<file path="src/rtl/btn_debounce_if.sv">
// Button bus between the input synchroniser, the debouncer and the counter control logic.
// The debouncer uses the slave view; the upstream/downstream side uses the master view.
interface btn_debounce_if #(
  parameter int DIGITS = 6
);
  logic [DIGITS-1:0] btn_in;
  logic [DIGITS-1:0] btn_level;
  logic [DIGITS-1:0] btn_press;
  logic [DIGITS-1:0] btn_release;
  logic [DIGITS-1:0] btn_repeat;

  modport master (
    output btn_in,
    input  btn_level,
    input  btn_press,
    input  btn_release,
    input  btn_repeat
  );

  modport slave (
    input  btn_in,
    output btn_level,
    output btn_press,
    output btn_release,
    output btn_repeat
  );
endinterface

</file>
<file path="src/rtl/btn_debounce.sv">
// Per-channel debouncer producing a clean level plus press, release and auto-repeat pulses.
//   state    | meaning
//   S_IDLE   | button released, no repeat pending
//   S_DELAY  | held, counting towards the first repeat pulse
//   S_REPEAT | held, emitting repeat pulses every REPEAT_RATE cycles
module btn_debounce #(
  parameter int DIGITS          = 6,
  parameter int DEBOUNCE_CYCLES = 16,
  parameter bit REPEAT_EN       = 1'b1,
  parameter int REPEAT_DELAY    = 500,
  parameter int REPEAT_RATE     = 100
) (
  input  logic                clk,
  input  logic                reset_n,
  btn_debounce_if.slave       bus
);

  localparam int DBW  = $clog2(DEBOUNCE_CYCLES + 1);
  localparam int RMAX = (REPEAT_DELAY > REPEAT_RATE) ? REPEAT_DELAY : REPEAT_RATE;
  localparam int RCW  = $clog2(RMAX + 1);

  localparam logic [DBW-1:0] DB_LAST = DBW'(DEBOUNCE_CYCLES - 1);
  localparam logic [RCW-1:0] RD_LAST = RCW'(REPEAT_DELAY - 1);
  localparam logic [RCW-1:0] RR_LAST = RCW'(REPEAT_RATE - 1);

  typedef enum logic [1:0] {
    S_IDLE   = 2'd0,
    S_DELAY  = 2'd1,
    S_REPEAT = 2'd2
  } state_t;

  logic [DIGITS-1:0] w_level;
  logic [DIGITS-1:0] w_press;
  logic [DIGITS-1:0] w_release;
  logic [DIGITS-1:0] w_repeat;

  for (genvar gi = 0; gi < DIGITS; gi++) begin : g_ch
    logic [DBW-1:0] r_db_cnt;
    logic           r_level;
    logic           r_press;
    logic           r_release;
    logic           w_diff;
    logic           w_done;
    logic           w_rise;
    logic           w_fall;

    assign w_diff = bus.btn_in[gi] ^ r_level;
    assign w_done = w_diff && (r_db_cnt == DB_LAST);
    assign w_rise = w_done && bus.btn_in[gi];
    assign w_fall = w_done && !bus.btn_in[gi];

    // A single matching sample restarts the count.
    always_ff @(posedge clk or negedge reset_n) begin
      if (!reset_n) begin
        r_db_cnt  <= '0;
        r_level   <= 1'b0;
        r_press   <= 1'b0;
        r_release <= 1'b0;
      end else begin
        r_press   <= w_rise;
        r_release <= w_fall;
        if (!w_diff || w_done) begin
          r_db_cnt <= '0;
        end else begin
          r_db_cnt <= r_db_cnt + DBW'(1);
        end
        if (w_done) begin
          r_level <= bus.btn_in[gi];
        end
      end
    end

    assign w_level[gi]   = r_level;
    assign w_press[gi]   = r_press;
    assign w_release[gi] = r_release;

    if (REPEAT_EN) begin : g_rep
      state_t         r_state;
      state_t         w_state_nxt;
      logic [RCW-1:0] r_cnt;
      logic [RCW-1:0] w_cnt_nxt;
      logic           r_repeat;
      logic           w_repeat_nxt;

      always_ff @(posedge clk or negedge reset_n) begin
        if (!reset_n) begin
          r_state  <= S_IDLE;
          r_cnt    <= '0;
          r_repeat <= 1'b0;
        end else begin
          r_state  <= w_state_nxt;
          r_cnt    <= w_cnt_nxt;
          r_repeat <= w_repeat_nxt;
        end
      end

      // Entering DELAY on the same edge that raises the level aligns the
      // first repeat exactly REPEAT_DELAY cycles after the press pulse.
      always_comb begin
        w_state_nxt  = r_state;
        w_cnt_nxt    = r_cnt;
        w_repeat_nxt = 1'b0;
        case (r_state)
          S_IDLE: begin
            w_cnt_nxt = '0;
            if (w_rise) begin
              w_state_nxt = S_DELAY;
            end
          end
          S_DELAY: begin
            if (r_cnt == RD_LAST) begin
              w_repeat_nxt = 1'b1;
              w_cnt_nxt    = '0;
              w_state_nxt  = S_REPEAT;
            end else begin
              w_cnt_nxt = r_cnt + RCW'(1);
            end
          end
          S_REPEAT: begin
            if (r_cnt == RR_LAST) begin
              w_repeat_nxt = 1'b1;
              w_cnt_nxt    = '0;
            end else begin
              w_cnt_nxt = r_cnt + RCW'(1);
            end
          end
          default: begin
            w_state_nxt = S_IDLE;
            w_cnt_nxt   = '0;
          end
        endcase
        if (w_fall) begin
          w_state_nxt  = S_IDLE;
          w_cnt_nxt    = '0;
          w_repeat_nxt = 1'b0;
        end
      end

      assign w_repeat[gi] = r_repeat;
    end else begin : g_norep
      assign w_repeat[gi] = 1'b0;
    end
  end

  assign bus.btn_level   = w_level;
  assign bus.btn_press   = w_press;
  assign bus.btn_release = w_release;
  assign bus.btn_repeat  = w_repeat;

endmodule

</file>
<file path="src/flat_wrapper.sv">
// flat-port wrapper written by rule: the top's interface ports become plain ports
module btn_debounce_flat 
#(
  parameter int DIGITS          = 6,
  parameter int DEBOUNCE_CYCLES = 16,
  parameter bit REPEAT_EN       = 1'b1,
  parameter int REPEAT_DELAY    = 500,
  parameter int REPEAT_RATE     = 100
)
  (clk, reset_n, bus_btn_in, bus_btn_level, bus_btn_press, bus_btn_release, bus_btn_repeat);
  btn_debounce_if #(.DIGITS(DIGITS)) bus_i ();
  input  logic clk;
  input  logic reset_n;
  input wire logic [$bits(bus_i.btn_in)-1:0] bus_btn_in;
  output wire logic [$bits(bus_i.btn_level)-1:0] bus_btn_level;
  output wire logic [$bits(bus_i.btn_press)-1:0] bus_btn_press;
  output wire logic [$bits(bus_i.btn_release)-1:0] bus_btn_release;
  output wire logic [$bits(bus_i.btn_repeat)-1:0] bus_btn_repeat;
  assign bus_i.btn_in = bus_btn_in;
  assign bus_btn_level = bus_i.btn_level;
  assign bus_btn_press = bus_i.btn_press;
  assign bus_btn_release = bus_i.btn_release;
  assign bus_btn_repeat = bus_i.btn_repeat;
  btn_debounce #(.DIGITS(DIGITS), .DEBOUNCE_CYCLES(DEBOUNCE_CYCLES), .REPEAT_EN(REPEAT_EN), .REPEAT_DELAY(REPEAT_DELAY), .REPEAT_RATE(REPEAT_RATE)) u_core (.clk(clk), .reset_n(reset_n), .bus(bus_i));
endmodule
</file>
<file path="config.mk">
export PLATFORM = sky130hd
export DESIGN_NAME = btn_debounce_flat
export DESIGN_NICKNAME = d
export VERILOG_FILES = /design/src/rtl/btn_debounce_if.sv /design/src/rtl/btn_debounce.sv /design/src/flat_wrapper.sv
export SDC_FILE = /design/constraint.sdc
export NUM_CORES = 1
export LEC_CHECK = 0
export ABC_AREA = 1
export ABC_CLOCK_PERIOD_IN_PS = 1550
export BUFFER_PORTS_ARGS = -buffer_cell sky130_fd_sc_hd__buf_2
export CAP_MARGIN = 15
export CELL_PAD_IN_SITES_DETAIL_PLACEMENT = 1
export CELL_PAD_IN_SITES_GLOBAL_PLACEMENT = 1
export CORE_UTILIZATION = 42
export DETAILED_ROUTE_END_ITERATION = 16
export PLACE_DENSITY_LB_ADDON = 0.1
export SLEW_MARGIN = 5
export SYNTH_ARGS = -nofsm -noshare
export SYNTH_HDL_FRONTEND = slang
export SYNTH_SLANG_ARGS = --single-unit
</file>
<file path="constraint.sdc">
create_clock -name clk -period 1.55 [get_ports clk]
set_clock_uncertainty 0.05 [all_clocks]
set_input_delay 0.155 -clock clk [delete_from_list [all_inputs] [get_ports clk]]
set_output_delay 0.155 -clock clk [all_outputs]
set_load 0.005 [all_outputs]
</file>
# --- After elaboration in Yosys (flattened, before gate mapping) ---
# Cells that the tools add are included.
op_classes:
  addsub: 12
  muxes: 78
  n_reduce_logical: 48
  eq_ne: 48
  bitwise: 6
op_table:
  columns: ["op", "n"]
  rows:
  - ["9-bit 2-to-1 mux", 18]
  - ["9-bit case mux with 2 select lines", 6]
  - ["9-bit by 1-bit adder with 9-bit output, second input constant", 6]
  - ["9-bit by 7-bit equality test with 1-bit output, second input constant", 6]
  - ["9-bit equality test, second input constant", 6]
  - ["2-bit 2-to-1 mux", 18]
  - ["3-bit by 1-bit inequality test with 1-bit output, second input constant", 12]
  - ["2-bit case mux with 3 select lines", 6]
  - ["5-bit by 1-bit adder with 5-bit output, second input constant", 6]
  - ["5-bit by 4-bit equality test with 1-bit output, second input constant", 6]
  - ["5-bit 2-to-1 mux", 6]
  - ["1-bit logical AND", 18]
  - ["1-bit 2-to-1 mux", 18]
  - ["3-bit AND reduction", 6]
  - ["2-bit by 1-bit equality test with 1-bit output, second input constant", 6]
  - ["2-bit equality test, second input constant", 6]
  - ["1-bit logical NOT", 12]
  - ["2-bit logical NOT", 6]
  - ["2-bit by 1-bit inequality test with 1-bit output, second input constant", 6]
  - ["1-bit case mux with 2 select lines", 6]
  - ["1-bit logical OR", 6]
  - ["1-bit XOR", 6]
totals:
  wordCells: 234
  out_inout_bits: 24
  ff_bits: 120
  inputBits: 8

# --- Logic depth before layout (Yosys ltp) ---
# Gate-level depths: netlist of the first run.
logic_depth:
  depth_word: 6
  ltp_mapped: 11
  ltp_nobuf: 11

# --- Least setup slack after synthesis of the first run ---
# Ideal clock, no wire load.
synth_timing:
  path_type: "register to register"
  start: "register u_core.g_ch[2].r_db_cnt[0]"
  end: "register u_core.g_ch[2].g_rep.r_state[0]"
  required_ps: 1381
  setup_ps: 119
  arrival_time_ps: 1384
  path_buffers: 0
  setup_slack_ps: -3
  period_less_slack_ps: 1553
  stages_incl_launch_ff: 11
  path_cell_list: "dfrtp_1 -> ha_1 -> nand2_1 -> nor2_1 -> ha_1 -> nand3_2 -> nand3_1 -> nand2_1 -> inv_1 -> a21oi_1 -> nor2_1"
synth_between:
  elab_chain_cells: 5
  elab_cells_between_ends: 9
  classes_between: "eq/ne (4); mux (1); reduce/logical (4)"
synth_rtl:
  columns: ["element", "line_no", "rtl"]
  rows:
  - ["start, declared", "btn_debounce.sv:38", "logic [DBW-1:0] r_db_cnt;"]
  - ["start signal, assigned", "btn_debounce.sv:65", "r_db_cnt <= r_db_cnt + DBW'(1);"]
  - ["5-bit by 4-bit equality test with 1-bit output *", "btn_debounce.sv:48", "assign w_done = w_diff && (r_db_cnt == DB_LAST);"]
  - ["1-bit logical AND *", "btn_debounce.sv:48", null]
  - ["1-bit logical AND (on tied branches)", "btn_debounce.sv:50, btn_debounce.sv:49", null]
  - ["3-bit by 1-bit inequality test with 1-bit output (no line) or 2-bit by 1-bit inequality test with 1-bit output (tied branches)", null, null]
  - ["3-bit AND reduction (no line)", null, null]
  - ["end signal, assigned", "btn_debounce.sv:91", "r_state <= w_state_nxt;"]
  - ["end, declared", "btn_debounce.sv:78", "state_t r_state;"]
# Mark *: on every way between the ends. The rest lies on a longest branch, timed or not.
# A chain may end at the register's enable or synchronous reset.

# --- Final worst setup path of the first run ---
# Ends and elaborated chain as after synthesis.

==> impl_metrics.env, run 1 <==
export IMPL_grt_most_used_layer="met2"
export IMPL_power_frac_comb_pct=18.7
export IMPL_drc=0
export IMPL_core_area_sq_um=14000
export IMPL_synth_cells=704
export IMPL_grt_pass1_vias=5050
export IMPL_met2_usage_pct=34.0
export IMPL_worstMarginPinSlew_ns=0.364
export IMPL_wl_um=14400
export IMPL_grt_first_pass_wirelength_um=22800
export IMPL_switching_share_pct=28.0
export IMPL_syn_area_sq_um=6120
export IMPL_sequential_share_of_the_synthesized_area_pct=49.0
export IMPL_portBuffers=31
export IMPL_worst_endpoint_required_ns=1.81
export IMPL_worstPathArrival_ns=1.86
export IMPL_globalRouteTotalUtil_pct=19.6
export IMPL_floorplan_die_area_sq_um=15100
export IMPL_setup_ws_ns=-0.0508
export IMPL_pre_cts_ws_ns=-0.188
export IMPL_grt_use_met1_pct=23.0
export IMPL_cts_sink_count=120
export IMPL_mostFrequentLayoutCells="dfrtp_1 (120), nor2_1 (98), inv_1 (94)"
export IMPL_rsz0062_at_grt="yes"
export IMPL_cts_max_level=4
export IMPL_insertedDiodeCount=0
export IMPL_cellInternalPower_w=0.00656
export IMPL_final_net_count=825
export IMPL_netlist_cell_type_count=26
export IMPL_starting_utilization_of_the_core_area_pct=43.6
export IMPL_drt_antenna_violating_nets=0
export IMPL_max_slew_headroom_pct=75.8
export IMPL_min_path_type="in -> reg"
export IMPL_startpoint_type="register"
export IMPL_setup_viol=8
export IMPL_post_route_cells_drive_above_1_share_pct=31.3
export IMPL_yosys_area_top_type_share_pct=49.0
export IMPL_power_density_nw_per_um2=1130
export IMPL_mostFrequentLayoutCell="dfrtp_1"
export IMPL_die_w_um=123
export IMPL_final_min_period_over_clock_period_pct=103
export IMPL_wire_per_inst_um=14.8
export IMPL_power_share_sequential_pct=37.0
export IMPL_io_pins=32
export IMPL_yosys_register_bits=120
export IMPL_setup_crit_path_kind="reg -> reg"
export IMPL_violations="setup timing"
export IMPL_max_freq_ghz=0.625
export IMPL_final_min_clock_period_ns=1.60
export IMPL_result_of_the_run="finished with violations"
export IMPL_drt_iter0_markers=140
export IMPL_drt_first_pass_iters=4
export IMPL_grt_use_met3_pct=4.14
export IMPL_tritoncts_num_buffers=17
export IMPL_clkLatencyLatePin_ns=0.42
export IMPL_antenna_violations_before_repair=0
export IMPL_syn_avg_cell_area_sq_um=8.70
export IMPL_num_vias=4742
export IMPL_syn_to_final_growth_pct=31.3
export IMPL_clock_path_buffers=2
export IMPL_worst_path_fanout_max=7
export IMPL_max_vdd_ir_drop_v=0.000725
export IMPL_routabilityCongestion=0.820
export IMPL_synth_warnings=0
export IMPL_clk_pin_slew_worst_paths_ns=0.05
export IMPL_synthesis_nets=750
export IMPL_chipHeight_um=123
export IMPL_synth_top_cells_by_area="dfrtp_1 (49%), ha_1 (7.8%), nor2_1 (7.7%), nand2_1 (7.6%), inv_1 (6.3%)"
export IMPL_timing_setup_tns_ns=-0.165
export IMPL_share_clk_of_total_power_pct=44.4
export IMPL_worst_setup_path_end_kind="register"
export IMPL_netlist_top_cell_by_area="dfrtp_1"
export IMPL_clk_root_buffer_cell="clkbuf_16"
export IMPL_largest_net_degree_at_the_start_of_global_routing=66
export IMPL_total_leakage_power_nw=3.77
export IMPL_net_switching_power_w=0.00256
export IMPL_total_grt_overflow=0
export IMPL_maxSlewViolCount=0
export IMPL_post_drt_via_cell_ratio=4.88
export IMPL_tritoncts="yes"
export IMPL_finalHoldViolations=0
export IMPL_cap_violations=0
export IMPL_std_cell_rows=43
export IMPL_hpwl_um=8870
## critical path: stages, from the launching register on
cell,delay [ns]
dfrtp_1,0.36
ha_2,0.21
nand2_2,0.08
nor2_4,0.11
ha_4,0.19
nand3_4,0.12
nand3_4,0.10
nand2_2,0.05
inv_2,0.06
nand3_2,0.05
nand2_1,0.06
nor2_1,0.05
## path summary, 6_finish.rpt
kind | start | end | slack [ns] | cells past startpoint
min | bus_btn_in[3] | u_core.g_ch[3].r_level | 0.02 | 3
max reg2reg | u_core.g_ch[2].r_db_cnt[0] | u_core.g_ch[2].g_rep.r_state[0] | -0.05 | 11
max | u_core.g_ch[2].r_db_cnt[0] | u_core.g_ch[2].g_rep.r_state[0] | -0.05 | 11
min in group asynchronous | reset_n | u_core.g_ch[5].r_press | 0.26 | 3
max in group asynchronous | reset_n | u_core.g_ch[1].g_rep.r_cnt[6] | 0.87 | 3
min reg2reg | u_core.g_ch[4].g_rep.r_cnt[0] | u_core.g_ch[4].g_rep.r_cnt[0] | 0.41 | 1
## per-stage QoR
stage	instances	area [sq um]	util, %	hold slack, ns	total power [W]
floorplan	704	6120	-	-0.191	0.00410
global placement	910	6490	46.2	0.135	0.00437
detailed placement	910	6490	46.2	0.139	0.00444
CTS	955	7470	53.2	0.00822	0.00871
global route	972	8040	57.3	0.0480	0.00953
finish	972	8040	57.3	0.0172	0.00911
## layout make-up
class,count,area [sq um]
clock inverters,9,120
inverters,103,402
clock buffers,23,488
flip-flops and latches,120,3000
multi-input cells,463,3270
fillers,1573,6000
well taps,180,225
repair buffers,74,533
## registers in the layout (all words and copies together) (netlist names)
register and count:
u_core.g_ch.r_level 6, u_core.g_ch.r_db_cnt 30, u_core.g_ch.g_rep.r_repeat 6, u_core.g_ch.g_rep.r_state 12
u_core.g_ch.r_release 6, u_core.g_ch.g_rep.r_cnt 54, u_core.g_ch.r_press 6
## Yosys cell counts
| library cell | n |
|---|---|
| a21oi_1 | 14 |
| a21oi_2 | 1 |
| buf_4 | 24 |
| dfrtp_1 | 120 |
| ha_1 | 38 |
| inv_1 | 103 |
| nand2_1 | 124 |
| nand2_2 | 6 |
| nand2_4 | 2 |
| nand3_1 | 51 |
| nand3_2 | 3 |
| nand3b_1 | 5 |
| nand4_1 | 17 |
| nor2_1 | 126 |
| nor2_2 | 5 |
| nor3_2 | 2 |
| nor3b_1 | 5 |
| nor3b_2 | 1 |
| o21ai_0 | 1 |
| o21ai_1 | 4 |
| o21ai_2 | 2 |
| o21bai_1 | 2 |
| or2_1 | 1 |
| or2_2 | 2 |
| xnor2_1 | 9 |
| xor2_1 | 36 |
## logic make-up after synthesis
group / after synthesis / synth area share (%)
adders and majority gates: 38 / 7.76
DFF: 120 / 49.0
buffers and inverters: 127 / 9.26
AOI/OAI and AO/OA: 24 / 2.23
and+or+nand+nor: 350 / 25.3
xor gates and xnor gates: 45 / 6.44
## routing by layer
metal	vias to the layer above	share of wire (%)
met3	25	2.5
li1	2324	-
met5	-	0
met2	56	53
met1	2337	43
met4	0	2.2
## power by group through the flow
| stage | registers, W | clock network (W) | logic [W] |
|---|---|---|---|
| floorplan | 0.00338 | 0 | 0.000718 |
| global placement | 0.00339 | 0 | 0.000979 |
| detailed placement | 0.00340 | 0 | 0.00105 |
| CTS | 0.00335 | 0.00412 | 0.00124 |
| global route | 0.00338 | 0.00427 | 0.00188 |
| finish | 0.00337 | 0.00404 | 0.00170 |
## timing repair
action / in CTS / in global routing
buffers inserted: 6 / 13
gates cloned: 2 / 4
endpoints found under the setup margin: 78 / 90
gates resized for setup: 72 / 109
hold buffers: 5 / 0
pin swaps: 28 / 52
endpoints found under the hold margin: 124 / 0
No activity file was read; power rests on OpenSTA's default activity.
==> inputs of run 2 (changes only) <==
Settings changed: ABC_CLOCK_PERIOD_IN_PS 1550 to 1300.
Clock period 1.55 ns to 1.3 ns, I/O delays scaled along.
==> run 2 against run 1 <==
Net effect:
- the run still ends with setup timing left
- register-to-register slack got worse by 0.27 ns
- first-iteration DRC count shrank 5.0%
- via count is 12% higher
- cell count increased by 8.4%
- clock power increased by 8.7%
- critical endpoint is now u_core.g_ch[3].g_rep.r_cnt[3]
- worst setup slack worse by 0.27 ns
==> impl_metrics.env, run 2 (same netlist as run 1, synthesis figures left out) <==
export IMPL_tritoncts="yes"
export IMPL_r2r_start="u_core.g_ch[3].g_rep.r_cnt[0]"
export IMPL_core_area_sq_um=14000
export IMPL_result_of_the_run="finished with violations"
export IMPL_mostFrequentLayoutCell="dfrtp_1"
export IMPL_setup_crit_path_kind="reg -> reg"
export IMPL_clock_path_buffers=2
export IMPL_layoutNonFillerInstCount=1054
export IMPL_worst_endpoint_required_ns=1.56
export IMPL_violations="setup timing"
export IMPL_globalRouteTotalUtil_pct=22.6
export IMPL_worst_setup_path_end_kind="register"
export IMPL_drt_iter0_markers=133
export IMPL_min_delay_start="bus_btn_in[0]"
export IMPL_path_cells="ha_2, inv_2, nor3_4, nand2_1, o21ai_2, nand2_2, nand2_8, nor2_2"
export IMPL_final_min_period_over_clock_period_pct=125
export IMPL_chipHeight_um=123
export IMPL_maxSlewViolCount=0
export IMPL_die_w_um=123
export IMPL_path_buf_inv=1
export IMPL_max_freq_ghz=0.617
export IMPL_min_path_type="in -> reg"
export IMPL_drt_first_pass_iters=6
export IMPL_floorplan_die_area_sq_um=15100
export IMPL_clk_root_buffer_cell="clkbuf_16"
export IMPL_layout_top_registers="u_core.g_ch.g_rep.r_cnt: 54 flops, u_core.g_ch.r_db_cnt: 30 flops, u_core.g_ch.g_rep.r_state: 12 flops"
export IMPL_rsz0062_at_grt="yes"
export IMPL_wire_per_inst_um=17.1
export IMPL_dpl_cell_count=981
export IMPL_wl_um=18000
export IMPL_worstPathArrival_ns=1.88
export IMPL_hold_path_endpoint="u_core.g_ch[0].r_press"
export IMPL_cts_max_level=4
export IMPL_routabilityCongestion=0.773
export IMPL_antenna_violations_before_repair=0
export IMPL_number_of_cells_on_the_worst_hold_path=4
export IMPL_worst_path_largest_cell_delay_ns=0.36
export IMPL_largest_net_degree_at_the_start_of_global_routing=42
export IMPL_cap_violations=0
export IMPL_drc=0
export IMPL_worst_path_fanout_max=5
export IMPL_num_vias=5297
export IMPL_total_leakage_power_nw=4.14
export IMPL_r2r_end="u_core.g_ch[3].g_rep.r_cnt[3]"
export IMPL_multi_input_area_sq_um=3740
export IMPL_critPathTopFamily="simple AND/OR/NAND/NOR gates"
export IMPL_starting_utilization_of_the_core_area_pct=43.6
export IMPL_setup_ws_ns=-0.322
export IMPL_final_design_area_no_fill_sq_um=9220
export IMPL_final_net_count=910
export IMPL_clkLatencyLatePin_ns=0.43
export IMPL_std_cell_rows=43
export IMPL_grt_pass1_vias=5653
export IMPL_largest_reg_flops=54
export IMPL_max_slew_headroom_pct=72.9
export IMPL_final_seq_area_sq_um=3000
export IMPL_worst_r2r_cell_count=8
export IMPL_post_drt_via_cell_ratio=5.03
export IMPL_grt_first_pass_wirelength_um=26100
export IMPL_detailed_place_area_sq_um=7200
export IMPL_finalHoldViolations=0
export IMPL_io_pins=32
export IMPL_max_vdd_ir_drop_v=0.00114
export IMPL_cts_sink_count=120
export IMPL_setup_viol=108
export IMPL_worst_path_max_delay_cell="dfrtp_1"
export IMPL_clk_pin_slew_worst_paths_ns=0.05
export IMPL_total_grt_overflow=0
export IMPL_syn_to_final_growth_pct=50.5
export IMPL_mostFrequentLayoutCells="dfrtp_1 (120), buf_4 (101), inv_1 (83)"
export IMPL_tritoncts_num_buffers=17
export IMPL_hpwl_um=9630
export IMPL_startpoint_type="register"
export IMPL_worstMarginPinSlew_ns=0.405
export IMPL_rrSetupSlack_ns=-0.32
export IMPL_fillers=1521
export IMPL_insertedDiodeCount=0
export IMPL_power_density_nw_per_um2=1200
export IMPL_post_route_cells_drive_above_1_share_pct=46.5
export IMPL_drt_antenna_violating_nets=0
export IMPL_max_flop_register="u_core.g_ch.g_rep.r_cnt"
export IMPL_portBuffers=31
export IMPL_final_min_clock_period_ns=1.62
## run 2: per-stage QoR
step	power [W]	setup slack, ns	setup TNS, ns	hold slack [ns]	util [%]
2_1_floorplan	0.00497	-0.166	-6.97	-0.216	-
4_1_cts	0.0105	-0.291	-19.83	0.00732	59.8
5_1_grt	0.0115	-0.381	-27.94	0.0775	65.6
6_report	0.0110	-0.322	-20.08	0.0680	65.6
3_5_place_dp	0.00554	-0.363	-21.54	-0.0103	51.3
3_3_place_gp	0.00542	-0.219	-14.21	-0.0134	51.3
## run 2: routing by layer
layer	up-vias	wire (um)	global-route usage, %
met3	48	420	5.20
met1	2673	6910	25.2
met5	-	0	0
met2	76	10100	41.7
met4	0	547	8.31
li1	2500	-	-
## run 2: how the worst max path moves through the flow
stage	to	startpoint	depth (start not counted)	slack, ns
6_report	u_core.g_ch[3].g_rep.r_cnt[3]	u_core.g_ch[3].g_rep.r_cnt[0]	8	-0.32
5_1_grt	u_core.g_ch[3].g_rep.r_cnt[2]	u_core.g_ch[3].g_rep.r_cnt[0]	8	-0.38
4_1_cts	u_core.g_ch[2].g_rep.r_cnt[3]	u_core.g_ch[2].r_db_cnt[1]	10	-0.29
3_5_place_dp	u_core.g_ch[2].g_rep.r_state[0]	u_core.g_ch[2].r_db_cnt[1]	11	-0.36
3_3_place_gp	u_core.g_ch[4].g_rep.r_cnt[0]	u_core.g_ch[4].r_db_cnt[0]	9	-0.22
2_1_floorplan	u_core.g_ch[2].g_rep.r_state[0]	u_core.g_ch[2].r_db_cnt[0]	10	-0.17
## run 2: worst min-delay path, delay by kind of cell
family	cells	cell delay [ns]
buffers and inverters	2	0.19
and+or+nand+nor	2	0.18
## run 2: report_power, final
part           switching, W  internal (W)  leakage, nW
clock network       0.00165       0.00273        0.263
registers          0.000125       0.00389         1.63
logic               0.00162       0.00101         2.24
## run 2: layout make-up
type                            instances  share of cell area [%]
Tap cell                              180                    2.44
Multi-Input combinational cell        463                    40.6
Inverter                              103                    4.96
Clock inverter                          4                   0.489
Sequential cell                       120                    32.6
Clock buffer                           25                    5.27
Timing Repair Buffer                  159                    13.7
## run 2: what timing repair did
item,in CTS,in global routing
hold buffers,3,0
endpoints found under the hold margin,123,0
pin swaps,59,51
setup endpoints to repair,113,121
resized for setup,137,165
buffers inserted,20,18
cloned,6,0
==> inputs of run 3 (changes only) <==
Settings changed: BUFFER_PORTS_ARGS -buffer_cell sky130_fd_sc_hd__buf_2 to not set, CORE_UTILIZATION 42 to 44, DONT_BUFFER_PORTS set to 1, PLACE_DENSITY_LB_ADDON 0.1 to 0.12.
==> run 3 against run 2 <==
Net effect:
- the flow finishes with violations (hold timing, setup timing)
- global-route usage up 1.1 points
- clock-buffer cell count is the same
- cell area down 3.8%
- wire length grew 12%
- hold slack got worse by 0.72 ns
- highest routed layer unchanged
==> impl_metrics.env, run 3 (same netlist as run 1, synthesis figures left out) <==
export IMPL_rsz0062_at_grt="yes"
export IMPL_worst_path_fanout_max=6
export IMPL_tritoncts_num_buffers=17
export IMPL_finalHoldViolations=120
export IMPL_violations="hold timing, setup timing"
export IMPL_post_route_cells_drive_above_1_share_pct=41.1
export IMPL_max_freq_ghz=0.592
export IMPL_worst_setup_path_end_kind="register"
export IMPL_setup_crit_path_kind="reg -> reg"
export IMPL_post_drt_via_cell_ratio=5.16
export IMPL_mostFrequentLayoutCells="dfrtp_1 (120), buf_4 (101), nand2_1 (93)"
export IMPL_drt_antenna_violating_nets=0
export IMPL_floorplan_die_area_sq_um=14400
export IMPL_tritoncts="yes"
export IMPL_final_net_count=877
export IMPL_cts_hold_buf=6
export IMPL_cts_max_level=4
export IMPL_cts_sink_count=120
export IMPL_r2r_end="u_core.g_ch[3].g_rep.r_state[0]"
export IMPL_dpl_cell_count=949
export IMPL_num_vias=5266
export IMPL_portBuffers=0
export IMPL_rrSetupSlack_ns=-0.39
export IMPL_largest_reg_flops=54
export IMPL_clk_pin_slew_worst_paths_ns=0.06
export IMPL_starting_utilization_of_the_core_area_pct=45.7
export IMPL_crit_path_end="u_core.g_ch[3].g_rep.r_state[0]"
export IMPL_power_density_nw_per_um2=1190
export IMPL_crit_start="u_core.g_ch[3].r_db_cnt[0]"
export IMPL_clk_root_buffer_cell="clkbuf_16"
export IMPL_worst_r2r_cell_count=9
export IMPL_max_vdd_ir_drop_v=0.000928
export IMPL_maxSlewViolCount=0
export IMPL_clock_path_buffers=2
export IMPL_drt_first_pass_iters=4
export IMPL_max_flop_register="u_core.g_ch.g_rep.r_cnt"
export IMPL_setup_viol=117
export IMPL_worstPathArrival_ns=1.96
export IMPL_final_min_clock_period_ns=1.69
export IMPL_std_cell_rows=42
export IMPL_detailed_place_area_sq_um=7020
export IMPL_startpoint_type="register"
export IMPL_chipHeight_um=120
export IMPL_syn_to_final_growth_pct=44.8
export IMPL_hpwl_um=9160
export IMPL_total_leakage_power_nw=3.99
export IMPL_setup_ws_ns=-0.388
export IMPL_layoutNonFillerInstCount=1020
export IMPL_worstMarginPinSlew_ns=0.407
export IMPL_timing_setup_tns_ns=-26.00
export IMPL_fillers=1438
export IMPL_final_min_period_over_clock_period_pct=130
export IMPL_mostFrequentLayoutCell="dfrtp_1"
export IMPL_final_design_area_no_fill_sq_um=8870
export IMPL_wire_per_inst_um=19.8
export IMPL_max_slew_headroom_pct=72.9
export IMPL_io_pins=32
export IMPL_routabilityCongestion=0.752
export IMPL_clkLatencyLatePin_ns=0.43
export IMPL_globalRouteTotalUtil_pct=23.8
export IMPL_r2r_start="u_core.g_ch[3].r_db_cnt[0]"
export IMPL_grt_first_pass_wirelength_um=26900
export IMPL_cap_violations=0
export IMPL_total_grt_overflow=0
export IMPL_core_area_sq_um=13400
export IMPL_worst_endpoint_required_ns=1.57
export IMPL_min_path_type="in -> async"
export IMPL_worst_path_max_delay_cell="dfrtp_1"
export IMPL_layout_top_registers="u_core.g_ch.g_rep.r_cnt: 54 flops, u_core.g_ch.r_db_cnt: 30 flops, u_core.g_ch.g_rep.r_state: 12 flops"
export IMPL_path_cells="ha_4, nand2_4, nor2_4, ha_4, nand3_4, nand3_4, nand3_2, nand2_1, nand2_1"
export IMPL_drc=0
export IMPL_insertedDiodeCount=0
export IMPL_fin_total_pwr_w=0.0106
export IMPL_largest_net_degree_at_the_start_of_global_routing=121
export IMPL_final_hold_worst_slack_ns=-0.652
export IMPL_result_of_the_run="finished with violations"
export IMPL_drt_iter0_markers=205
export IMPL_worst_path_largest_cell_delay_ns=0.43
export IMPL_grt_pass1_vias=5727
export IMPL_wl_um=20200
export IMPL_die_w_um=120
export IMPL_antenna_violations_before_repair=0
## run 3: area by class of cell
| class | count | area, sq um | share of cell area, % |
|---|---|---|---|
| clock buffers | 25 | 515 | 5.81 |
| clock inverters | 7 | 65.1 | 0.734 |
| inverters | 103 | 449 | 5.07 |
| multi-input cells | 463 | 3580 | 40.4 |
| flip-flops and latches | 120 | 3000 | 33.9 |
| well taps | 176 | 220 | 2.48 |
| repair buffers | 126 | 1030 | 11.6 |
## run 3: repair_timing
item / CTS / global route
cloned: 6 / 0
setup buffers: 17 / 14
setup endpoints to repair: 115 / 120
pin swaps: 49 / 44
gates resized for setup: 119 / 137
endpoints found under the hold margin: 140 / 120
## run 3: worst min path at each step
| stage | from | end | depth (start not counted) |
|---|---|---|---|
| after floorplan | reset_n | u_core.g_ch[0].g_rep.r_cnt[0] | 0 |
| after global placement | reset_n | u_core.g_ch[5].r_release | 0 |
| after detailed placement | reset_n | u_core.g_ch[5].r_release | 0 |
| after CTS | reset_n | u_core.g_ch[0].r_db_cnt[4] | 0 |
| after global routing | reset_n | u_core.g_ch[5].r_level | 0 |
| final | reset_n | u_core.g_ch[5].r_level | 0 |
## run 3: where the power goes
group          leakage [nW]  switching [W]  internal [W]
Sequential             1.63       0.000122       0.00388
Combinational          2.07        0.00118      0.000710
Clock                 0.285        0.00178       0.00292
## run 3: layer usage
layer / vias up / wire length (um) / GRT usage, %
li1: 2424 / - / -
met1: 2689 / 7830 / 26.3
met2: 99 / 11100 / 44.4
met3: 54 / 518 / 5.42
met4: 0 / 678 / 7.81
met5: - / 0 / 0
## run 3: worst max-delay path: cells and delay by family, from the launching register on
kind                     cells  cell delay, ns
flip-flops                   1            0.43
adder cells (fa/ha/maj)      2            0.37
AND/OR/NAND/NOR              7            0.71
## run 3: metrics by stage
step / util (%) / worst slack [ns]
2_1_floorplan: - / -0.166
5_1_grt: 66.2 / -0.453
3_3_place_gp: 52.4 / -0.228
6_report: 66.2 / -0.388
4_1_cts: 61.3 / -0.314
3_5_place_dp: 52.4 / -0.322
